--- src/rtl/log_perf_ctrl.sv ---
`default_nettype none
// ============================================================================
// Module      : log_perf_ctrl
// Description : Simulation-top generator of the global perf/log controls.
//               Owns the free-running cycle timer, the log window, periodic
//               perf-dump scheduling, and arbitration between periodic dumps
//               and an external dump requester.
// Ports       : clock, reset         - clock, synchronous active-high reset
//               cfg_valid/cfg_ready  - config write handshake
//               cfg_log_begin/end    - log window [begin, end)
//               cfg_interval         - periodic dump interval (0 = off)
//               ext_dump_req/ack     - external dump request / service pulse
//               timer                - global cycle count
//               log_enable           - log window active
//               dump, clean          - one-cycle perf dump / clear strobes
//               busy                 - dump/clean sequence in progress
// Option      : define LOG_PERF_CTRL_FINAL_DUMP_EN to add input sim_finish
//               and an absorbing FINAL state reached after one last dump.
// Revision    : 1.0 - initial release
// ============================================================================
module log_perf_ctrl #(
  parameter int TIMER_W    = 64,
  parameter int INTERVAL_W = 32
) (
  input  logic                  clock,
  input  logic                  reset,
  input  logic                  cfg_valid,
  output logic                  cfg_ready,
  input  logic [TIMER_W-1:0]    cfg_log_begin,
  input  logic [TIMER_W-1:0]    cfg_log_end,
  input  logic [INTERVAL_W-1:0] cfg_interval,
  input  logic                  ext_dump_req,
  output logic                  ext_dump_ack,
`ifdef LOG_PERF_CTRL_FINAL_DUMP_EN
  input  logic                  sim_finish,
`endif
  output logic [TIMER_W-1:0]    timer,
  output logic                  log_enable,
  output logic                  dump,
  output logic                  clean,
  output logic                  busy
);

  localparam logic [TIMER_W-1:0]    c_TIMER_ONE    = {{(TIMER_W-1){1'b0}}, 1'b1};
  localparam logic [INTERVAL_W-1:0] c_INTERVAL_ONE = {{(INTERVAL_W-1){1'b0}}, 1'b1};

`ifdef LOG_PERF_CTRL_FINAL_DUMP_EN
  typedef enum logic [1:0] {
    ST_RUN   = 2'd0,
    ST_DUMP  = 2'd1,
    ST_CLEAN = 2'd2,
    ST_FINAL = 2'd3
  } state_t;
`else
  typedef enum logic [1:0] {
    ST_RUN   = 2'd0,
    ST_DUMP  = 2'd1,
    ST_CLEAN = 2'd2
  } state_t;
`endif

  state_t                r_state;
  logic [TIMER_W-1:0]    r_timer;
  logic [TIMER_W-1:0]    r_begin;
  logic [TIMER_W-1:0]    r_end;
  logic [INTERVAL_W-1:0] r_interval;
  logic [INTERVAL_W-1:0] r_counter;
  logic                  r_log_enable;
  logic                  r_dump;
  logic                  r_clean;
  logic                  r_busy;
  logic                  r_ext_ack;
  logic                  r_ext_flag;
`ifdef LOG_PERF_CTRL_FINAL_DUMP_EN
  logic                  r_final_seq;    // current DUMP leads to FINAL
  logic                  r_finish_pend;  // sim_finish seen during a sequence
  logic                  w_finish_req;
`endif

  logic                  w_cfg_fire;
  logic [TIMER_W-1:0]    w_timer_next;
  logic [TIMER_W-1:0]    w_begin_eff;
  logic [TIMER_W-1:0]    w_end_eff;
  logic                  w_log_next;
  logic                  w_period_hit;
  logic                  w_trigger;

  assign cfg_ready    = (r_state == ST_RUN);
  assign w_cfg_fire   = cfg_valid && cfg_ready;
  assign w_timer_next = r_timer + c_TIMER_ONE;

  // log_enable is registered, so it is computed one edge early from the
  // timer and config values that will be in effect in the following cycle.
  assign w_begin_eff  = w_cfg_fire ? cfg_log_begin : r_begin;
  assign w_end_eff    = w_cfg_fire ? cfg_log_end   : r_end;
  assign w_log_next   = (w_begin_eff <= w_timer_next) && (w_timer_next < w_end_eff);

  assign w_period_hit = (r_interval != '0) && (r_counter == (r_interval - c_INTERVAL_ONE));
  assign w_trigger    = ext_dump_req || w_period_hit;

`ifdef LOG_PERF_CTRL_FINAL_DUMP_EN
  assign w_finish_req = sim_finish || r_finish_pend;
`endif

  always_ff @(posedge clock) begin
    if (reset) begin
      r_state       <= ST_RUN;
      r_timer       <= '0;
      r_begin       <= '0;
      r_end         <= '0;
      r_interval    <= '0;
      r_counter     <= '0;
      r_log_enable  <= 1'b0;
      r_dump        <= 1'b0;
      r_clean       <= 1'b0;
      r_busy        <= 1'b0;
      r_ext_ack     <= 1'b0;
      r_ext_flag    <= 1'b0;
`ifdef LOG_PERF_CTRL_FINAL_DUMP_EN
      r_final_seq   <= 1'b0;
      r_finish_pend <= 1'b0;
`endif
    end else begin
      // Timer and log window keep running in every state.
      r_timer      <= w_timer_next;
      r_log_enable <= w_log_next;

      if (w_cfg_fire) begin
        r_begin    <= cfg_log_begin;
        r_end      <= cfg_log_end;
        r_interval <= cfg_interval;
      end

      case (r_state)
        ST_RUN: begin
          if (w_cfg_fire) begin
            r_counter <= '0;
          end else if (r_interval != '0) begin
            r_counter <= r_counter + c_INTERVAL_ONE;
          end
`ifdef LOG_PERF_CTRL_FINAL_DUMP_EN
          if (w_finish_req) begin
            r_state       <= ST_DUMP;
            r_dump        <= 1'b1;
            r_busy        <= 1'b1;
            r_ext_flag    <= 1'b0;
            r_final_seq   <= 1'b1;
            r_finish_pend <= 1'b0;
          end else
`endif
          if (w_trigger) begin
            r_state    <= ST_DUMP;
            r_dump     <= 1'b1;
            r_busy     <= 1'b1;
            r_ext_flag <= ext_dump_req;
          end
        end

        ST_DUMP: begin
          r_dump <= 1'b0;
`ifdef LOG_PERF_CTRL_FINAL_DUMP_EN
          if (r_final_seq) begin
            r_state <= ST_FINAL;
            r_busy  <= 1'b0;
          end else begin
            if (sim_finish) begin
              r_finish_pend <= 1'b1;
            end
            r_state   <= ST_CLEAN;
            r_clean   <= 1'b1;
            r_ext_ack <= r_ext_flag;
          end
`else
          r_state   <= ST_CLEAN;
          r_clean   <= 1'b1;
          r_ext_ack <= r_ext_flag;
`endif
        end

        ST_CLEAN: begin
`ifdef LOG_PERF_CTRL_FINAL_DUMP_EN
          if (sim_finish) begin
            r_finish_pend <= 1'b1;
          end
`endif
          r_state    <= ST_RUN;
          r_clean    <= 1'b0;
          r_busy     <= 1'b0;
          r_ext_ack  <= 1'b0;
          r_ext_flag <= 1'b0;
          r_counter  <= '0;
        end

`ifdef LOG_PERF_CTRL_FINAL_DUMP_EN
        // Absorbing until reset; only timer and log_enable keep updating.
        ST_FINAL: begin
          r_state <= ST_FINAL;
        end
`endif

        default: begin
          r_state <= ST_RUN;
        end
      endcase
    end
  end

  assign timer        = r_timer;
  assign log_enable   = r_log_enable;
  assign dump         = r_dump;
  assign clean        = r_clean;
  assign busy         = r_busy;
  assign ext_dump_ack = r_ext_ack;

endmodule
`default_nettype wire
--- config.mk ---
export PLATFORM = sky130hd
export DESIGN_NAME = log_perf_ctrl
export DESIGN_NICKNAME = d
export VERILOG_FILES = /design/src/rtl/log_perf_ctrl.sv
export SDC_FILE = /design/constraint.sdc
export NUM_CORES = 1
export LEC_CHECK = 0
export CORE_ASPECT_RATIO = 1.75
export CORE_MARGIN = 2
export CORE_UTILIZATION = 55
export CTS_CLUSTER_SIZE = 24
export DETAILED_ROUTE_END_ITERATION = 6
export PLACE_DENSITY = 0.93
export SYNTH_ARGS = -nofsm -noshare
export SYNTH_HDL_FRONTEND = slang
export SYNTH_SLANG_ARGS = --single-unit
--- constraint.sdc ---
create_clock -name clock -period 4.9 [get_ports clock]
set_clock_uncertainty 0.2 [all_clocks]
set_input_delay 0.49 -clock clock [delete_from_list [all_inputs] [get_ports clock]]
set_output_delay 0.49 -clock clock [all_outputs]
set_load 0.03 [all_outputs]
==> metrics.yaml, run 1 <==
logic_synthesis:
  syn_inst: 1795
  postSynthAreaPerCell_um2: 8.13
  synth_fp_nets: 2092
  synth_common_cells: "nand2_1, dfxtp_1, nor2_1"
  synth_enable_flop_cells: 0
  synth_area_mm2: 0.0146
  synth_most_common_cell: "nand2_1"
  ys_ff_latch: 264
  yosysWarnings: 0
  async_flop_share: 0
  synth_area_leaders: "dfxtp_1, ha_1, nand2_1, nor2_1, a21oi_1"
  yosysSeqAreaShare: 0.362
  synth_ff_type: "dfxtp_1"
  yosys.area.top_type: "dfxtp_1"
  synth_cell_types: 69
  yosysTopAreaCellShare: 0.362
placement:
  place_area_mm2: 0.0172
  portBuffers: 233
  place.gp.congestion: 0.981
  hpwl_um: 34300
global_route:
  grt.total_usage: 0.321
  grt_pass1_wl_um: 71100
  overflow: 0
  grt_pass1_vias: 14400
  grt_max_degree: 117
  antenna_found_initial: 0
sta:
  hold_viol_final: 0
  period_share: 0.946
  hold-worst-slack_ps: 103
  tightestPinTransition_ps: 1240
  setup_viol: 0
  slew_violations: 0
  fmax_ghz: 0.216
  slew_headroom: 0.173
  period_needed_ps: 4630
cts:
  cts_tree: "built"
  cts.clk_slew.worst_paths_ps: 70
  numCtsBuffers: 26
  clkSinkCount: 264
  cts_max_path_buffers: 3
  clk_latency_ps: 550
  cts_root_buf: "clkbuf_16"
  h-tree-depth: 1
pwr:
  p_seq_frac: 0.377
  clockPowerShare: 0.331
  power.internal_w: 0.00437
  p_leak_nw: 8.31
  p_sw_frac: 0.325
  p_per_area_mw_per_mm2: 357
  p_switching_w: 0.00210
  ir_drop_mv: 0.289
  combPwrFrac: 0.292
  power_w: 0.00647
floorplanning:
  initial_core_util: 0.562
  die_w_um: 127
  core_area_mm2: 0.0260
  pin_count: 234
  num_rows: 78
  die_area_mm2: 0.0279
  dieHeight_um: 219
route:
  vias_per_cell: 5.95
  antenna_left: 0
  drt_wl_total_um: 45100
  dr.first_iter.drc_count: 958
  via_count: 13900
  drc: 1
  drt_pre_antenna_iters: 7
  wl_per_cell_um: 19.3
status:
  outcome: "finished with violations"
  violations: "design-rule violations"
finish:
  final_cell_area_mm2: 0.0181
  diodes: 0
  drive_gt1_frac: 0.0391
  final_util: 0.697
  synthToLayoutAreaGrowth_pct: 24.1
  finalNetCount: 2297
critical_path:
  cp-end-kind: "flip-flop"
  cp-start-kind: "flip-flop"
  crit_required_ps: 5170
  path_class: "reg2reg"
  cp.arrival_ps: 4910
  worstPathMaxFanout: 7
worst_hold_path:
  holdCritPathClass: "in2reg"
job:
  maxCapViolCount: 0
==> placed cells by master (no fill, tap or decap), types with 48 or more instances in the layout <==
cell and n:
nand2_1 316, dfxtp_1 264, clkdlybuf4s50_1 232, nor2_1 204, a21oi_1 146, ha_1 133, inv_1 86, mux2i_1 68
xor2_1 64, xnor2_1 57, nand3_1 48
==> layer usage <==
metal | GRT usage | up-vias | part of all wire
li1 | - | 6608 | -
met1 | 0.307 | 6497 | 0.33
met2 | 0.602 | 618 | 0.52
met3 | 0.0510 | 205 | 0.060
met4 | 0.250 | 0 | 0.088
met5 | 0 | - | 0
==> cell type report <==
type                       count  area (um^2)
clock buffer                  38          757
timing repair buffer         249         2470
tap                          320          400
fill                        1947         7860
inverter                      87          327
multi-input combinational   1372         8720
clock inverter                 9          145
sequential                   264         5290
==> power by group through the flow <==
stage               sequential (W)  clock, W  combinational (W)
floorplan                  0.00247         0            0.00126
global placement           0.00247         0            0.00177
detailed placement         0.00248         0            0.00185
CTS                        0.00243   0.00216            0.00187
global route               0.00246   0.00225            0.00208
finish                     0.00244   0.00214            0.00189
==> worst max-delay path, stage by stage, from the launching register on <==
cell	delay [ps]
dfxtp_1	440
ha_1	240
and4_2	280
nor3b_2	210
buf_4	170
nand2_1	120
or2_2	330
nor2_1	120
xnor2_1	190
inv_1	90
ha_1	330
a21o_1	170
a21oi_1	150
o21ai_0	120
or4_1	540
a2111oi_1	360
buf_4	200
o2111ai_1	110
a22oi_1	180
==> sequential cells by signal, indices dropped and copies added (netlist names) <==
name and cells:
r_begin 64, r_end 64, timer 64, r_counter 32, r_interval 32, r_state 2, busy 1, clean 1
dump 1, ext_dump_ack 1, log_enable 1, r_ext_flag 1
==> path summary, 6_finish.rpt <==
kind,start,end,slack [ps],cells past startpoint
max,timer[0],log_enable,270,18
min,reset,r_end[59],100,2
max reg2reg,timer[0],log_enable,270,18
min reg2reg,r_begin[36],r_begin[36],260,2
==> through the flow <==
step	TNS (ps)	cells	setup slack [ps]
floorplan	0	1795	491
global placement	0	2291	432
detailed placement	0	2291	273
CTS	0	2338	184
global route	-4.92	2339	-4.92
finish	0	2339	265
==> logic make-up (layout without fill, tap and decap cells) <==
family | count (synthesis) | after routing | share of synthesized area
AOI/OAI and AO/OA | 284 | 284 | 0.121
xor gates and xnor gates | 122 | 122 | 0.0733
adders and majority gates | 133 | 133 | 0.114
buffers and inverters | 159 | 383 | 0.0419
DFF | 264 | 264 | 0.362
muxes | 70 | 70 | 0.0482
and+or+nand+nor | 763 | 763 | 0.239
==> repair_timing <==
item,in CTS,in global routing
endpoints found under the setup margin,0,1
buffers inserted,0,1
resized for setup,0,7
hold buffers,0,0
No activity file was read; power rests on OpenSTA's default activity.
==> inputs of run 2 (changes only) <==
Settings changed: CORE_UTILIZATION 55 to 50, PLACE_DENSITY 0.93 to 0.86.
Clock period 4.9 ns to 5.9 ns, I/O delays scaled along.
==> metrics.yaml, run 2 (synthesized netlist as in run 1, its figures left out) <==
floorplanning:
  initial_core_util: 0.508
  core_area_mm2: 0.0287
  num_rows: 82
  pin_count: 234
  dieHeight_um: 230
  die_w_um: 133
  die_area_mm2: 0.0306
sta:
  period_needed_ps: 5140
  slew_violations: 0
  finalSetupTns_ps: 0
  fmax_ghz: 0.194
  setup_viol: 0
  rsz0062_at_grt: "false"
  hold_viol_final: 0
  period_share: 0.872
  tightestPinTransition_ps: 1180
  hold-worst-slack_ps: 251
  slew_headroom: 0.204
critical_path:
  path_cells: "nand4_1, or4_1, nor3_1, and2_1, nand4_1, nor3_1, xnor2_1, ha_1, nand2_1, nor4_1, and2_1, nand3_1, o311ai_0, a211oi_1, o211ai_1, a22oi_1"
  crit_buf_inv: 0
  worstPathMaxFanout: 7
  crit_required_ps: 6120
  cp.arrival_ps: 5370
  cp-end-kind: "flip-flop"
  path_class: "reg2reg"
  cp-start-kind: "flip-flop"
  crit_family: "simple AND/OR/NAND/NOR gates"
  critPathSlowestCell: "nor3_1"
  slowest_delay_ps: 700
worst_hold_path:
  holdCritPathClass: "in2reg"
cts:
  clkSinkCount: 264
  cts_max_path_buffers: 3
  ctsResizeCount: 0
  post-cts-setup-buffers: 0
  hold_buffers: 0
  cts.clk_slew.worst_paths_ps: 70
  cts_tree: "built"
  clk_latency_ps: 550
  numCtsBuffers: 27
  h-tree-depth: 1
  cts_root_buf: "clkbuf_16"
placement:
  portBuffers: 233
  place_area_mm2: 0.0172
  hpwl_um: 33300
  place.gp.congestion: 0.945
pwr:
  power_w: 0.00532
  p_switching_w: 0.00177
  clockPowerShare: 0.328
  p_sw_frac: 0.333
  power.internal_w: 0.00355
  p_per_area_mw_per_mm2: 294
  p_seq_frac: 0.381
  p_leak_nw: 8.27
  ir_drop_mv: 0.247
  combPwrFrac: 0.291
finish:
  most-common-layout-cells: "nand2_1, dfxtp_1, clkdlybuf4s50_1"
  final_util: 0.630
  synthToLayoutAreaGrowth_pct: 24.1
  final_cell_area_mm2: 0.0181
  diodes: 0
  drive_gt1_frac: 0.0362
  mostFrequentLayoutCell: "nand2_1"
  finalNetCount: 2292
  fill_cells: 2432
route:
  dr.first_iter.drc_count: 781
  drc: 0
  drt_wl_total_um: 43700
  via_count: 13600
  vias_per_cell: 5.68
  antenna_left: 0
  drt_pre_antenna_iters: 5
  wl_per_cell_um: 18.3
status:
  outcome: "completed"
global_route:
  grt_pass1_wl_um: 68500
  overflow: 0
  grt.total_usage: 0.279
  grt_pass1_vias: 13900
  antenna_found_initial: 1
  grt_max_degree: 109
job:
  maxCapViolCount: 0
## run 2: metal layers
layer  vias up  global-route usage  wire, um
met2       530               0.529     22600
li1       6586                   -         -
met3       171              0.0384      2340
met1      6309               0.273     15300
met4         2               0.199      3430
met5         -                   0        15
## run 2: worst paths after layout
kind | end | startpoint | slack (ps) | cells after the start
min | r_end[59] | reset | 250 | 2
max reg2reg | log_enable | timer[11] | 760 | 16
min reg2reg | r_begin[61] | r_begin[61] | 260 | 2
max | log_enable | timer[11] | 760 | 16
## run 2: through the flow
step / cells / setup WS, ps
global placement: 2344 / 1010
finish: 2393 / 757
global route: 2393 / 417
detailed placement: 2344 / 877
floorplan: 1795 / 1490
CTS: 2393 / 850
## run 2: worst register-to-register path: cells and delay by family (launching register included)
kind	cells	cell delay, ps
flops	1	440
xor+xnor	1	140
simple gates	10	3320
compound gates	4	620
fa+ha+maj	1	310
## run 2: power by group through the flow
stage,Combinational [W],Sequential [W],Clock (W)
after CTS,0.00154,0.00202,0.00177
after global routing,0.00171,0.00204,0.00183
final,0.00155,0.00203,0.00175
after global placement,0.00148,0.00205,0
after detailed placement,0.00152,0.00206,0
after floorplan,0.00105,0.00205,0
## run 2: final cells by class
cell class                      count  area, um^2  share of cell area
Inverter                           87         327              0.0180
Multi-Input combinational cell   1372        8700               0.481
Sequential cell                   264        5290               0.292
Tap cell                          378         473              0.0261
Clock inverter                     11         103             0.00567
Clock buffer                       38         797              0.0440
Timing Repair Buffer              243        2420               0.134
==> variant, RTL diff (flow settings as in run 2) <==
Encoding of `state_t`: now one-hot (3 bits for 3 states).
--- a/src/rtl/log_perf_ctrl.sv
+++ b/src/rtl/log_perf_ctrl.sv
@@ -52,10 +52,10 @@
     ST_FINAL = 2'd3
   } state_t;
 `else
-  typedef enum logic [1:0] {
-    ST_RUN   = 2'd0,
-    ST_DUMP  = 2'd1,
-    ST_CLEAN = 2'd2
+  typedef enum logic [2:0] {
+    ST_RUN   = 3'b001,
+    ST_DUMP  = 3'b010,
+    ST_CLEAN = 3'b100
   } state_t;
 `endif
 
Function: no difference found for any inputs over 4 cycles, from zero or initial values and one cycle with reset high; so few cycles prove little.
==> variant against run 2 <==
Via count decreased by 1.1%; area after synthesis decreased by 0.14%; sequential power decreased by 5%; sequential cell count increased by 1; wire length decreased by 1.4%; non-clock buffer count decreased by 1; final area decreased by 0.35%; worst setup slack got worse by 0.30 ns; clock power decreased by 3%; final cell count decreased by 0.79%; power decreased by 15%; critical path depth decreased by 1; largest power group unchanged.
==> variant: results (changes against run 2) <==
Status
  • Outcome: finished, final reports clean (unchanged)

Critical path
  • FF-to-FF path depth: 15 (was 16)
  • Reg-to-Reg Start: timer[14]$_SDFF_PP0_ (was timer[11]$_SDFF_PP0_)
  • Largest stage delay on the critical path: 0.84 ns (was 0.70 ns)
  • Critical Path Fanout Max: 7 (unchanged)
  • FF-to-FF setup slack: 0.45 ns (was 0.76 ns)

Finish
  • NumNets Final: 2,270 (was 2,292)
  • Design area: 18,000 um^2 (was 18,100 um^2)
  • Finished Layout Cells: 2,374 (was 2,393)
  • Share of cells above drive strength 1: 0.0431 (was 0.0362)
  • FILL cells: 2,321 (was 2,432)

Synthesis
  • Commonest cells in the netlist: nand2_1, dfxtp_1, nor2_1 (unchanged)
  • Main flop type after synthesis: dfxtp_1 (unchanged)
  • Sequential element share of the synthesized area: 0.364 (was 0.362)
  • Area contributors post-synth: dfxtp_1, ha_1, nand2_1, nor2_1, a21oi_1 (unchanged)
  • Syn Nets: 2,077 (was 2,092)
  • Async SR Flop Fraction: 0 (unchanged)
  • Netlist cell types: 75 (was 69)

Global route
  • Initial antenna violation count: 0 (was 1)
  • Global-route wire length before repair: 68,700 um (was 68,500 um)
  • Pin count of the biggest net entering global routing: 124 (was 109)

Placement
  • DP Area: 17,200 um^2 (about the same)
  • Routability cong.: 0.936 (was 0.945)
  • Dpl hpwl: 33,100 um (was 33,300 um)

STA
  • Max-slew headroom: 0.356 (was 0.204)

Worst hold path
  • Worst min-delay path class: reg2reg (was in2reg)
  • Hold Startpoint: busy$_SDFFE_PP0P_ (was reset)
  • Worst Hold Endpoint: busy$_SDFFE_PP0P_ (was r_end[59]$_SDFF_PP0_)

Detailed routing
  • WL/cell: 18.2 um (was 18.3 um)
  • Via count: 13,500 (was 13,600)
  • Initial DRC Count: 703 (was 781)

Power and ir drop
  • VDD IR max: 0.229 mV (was 0.247 mV)
  • Pleak: 7.94 nW (was 8.27 nW)

Clock network
  • CTS Buf Count: 26 (was 27)
[variant: cell families (layout without fill, tap and decap cells)]
logic type	after synthesis	count (layout)	synth area share
and+or+nand+nor	769	769	0.243
xor gates and xnor gates	127	127	0.0773
DFF	265	265	0.364
muxes	69	69	0.0475
buffers and inverters	156	368	0.0434
adders and majority gates	130	130	0.111
AOI/OAI and AO/OA	268	268	0.113
[variant: where the power goes]
group / total (W) / switching, W / leakage [nW] / internal [W]
clock: 0.00170 / 0.000717 / 0.430 / 0.000987
combinational: 0.000868 / 0.000484 / 5.35 / 0.000384
sequential: 0.00193 / 0.0000544 / 2.16 / 0.00187
[variant: layout make-up]
cell class	instances	share of cell area
clock inverter	11	0.00631
multi-input combinational	1363	0.480
sequential	265	0.294
inverter	79	0.0164
clock buffer	36	0.0421
tap	378	0.0262
timing repair buffer	242	0.135
[variant: per-stage QoR]
step | hold slack, ns | setup WS, ns
floorplan | 0.232 | 0.882
global placement | 0.243 | 0.694
detailed placement | 0.254 | 0.538
CTS | 0.263 | 0.476
global route | 0.279 | 0.0125
finish | 0.262 | 0.454
[variant: worst reg2reg max path: cells and delay by family, from the launching register on]
| family | cells | cell delay, ns |
|---|---|---|
| adder cells (fa/ha/maj) | 1 | 0.32 |
| AO/OA/AOI/OAI | 2 | 0.42 |
| XOR/XNOR | 1 | 0.18 |
| flip-flops | 1 | 0.43 |
| AND/OR/NAND/NOR | 11 | 3.78 |
[variant: per-layer routing]
layer | up-vias | routed length, um | track usage
met5 | - | 0 | 0
met4 | 0 | 3410 | 0.202
met3 | 178 | 2080 | 0.0375
met2 | 491 | 22700 | 0.528
met1 | 6270 | 15000 | 0.276
li1 | 6514 | - | -
[variant: worst max path at each step]
| stage | start | endpoint | slack [ns] | depth (start not counted) |
|---|---|---|---|---|
| floorplan | timer[14]$_SDFF_PP0_ | log_enable$_SDFF_PP0_ | 0.88 | 17 |
| global placement | timer[14]$_SDFF_PP0_ | log_enable$_SDFF_PP0_ | 0.69 | 16 |
| detailed placement | timer[14]$_SDFF_PP0_ | log_enable$_SDFF_PP0_ | 0.54 | 15 |
| CTS | timer[14]$_SDFF_PP0_ | log_enable$_SDFF_PP0_ | 0.48 | 15 |
| global route | timer[14]$_SDFF_PP0_ | log_enable$_SDFF_PP0_ | 0.01 | 15 |
| finish | timer[14]$_SDFF_PP0_ | log_enable$_SDFF_PP0_ | 0.45 | 15 |
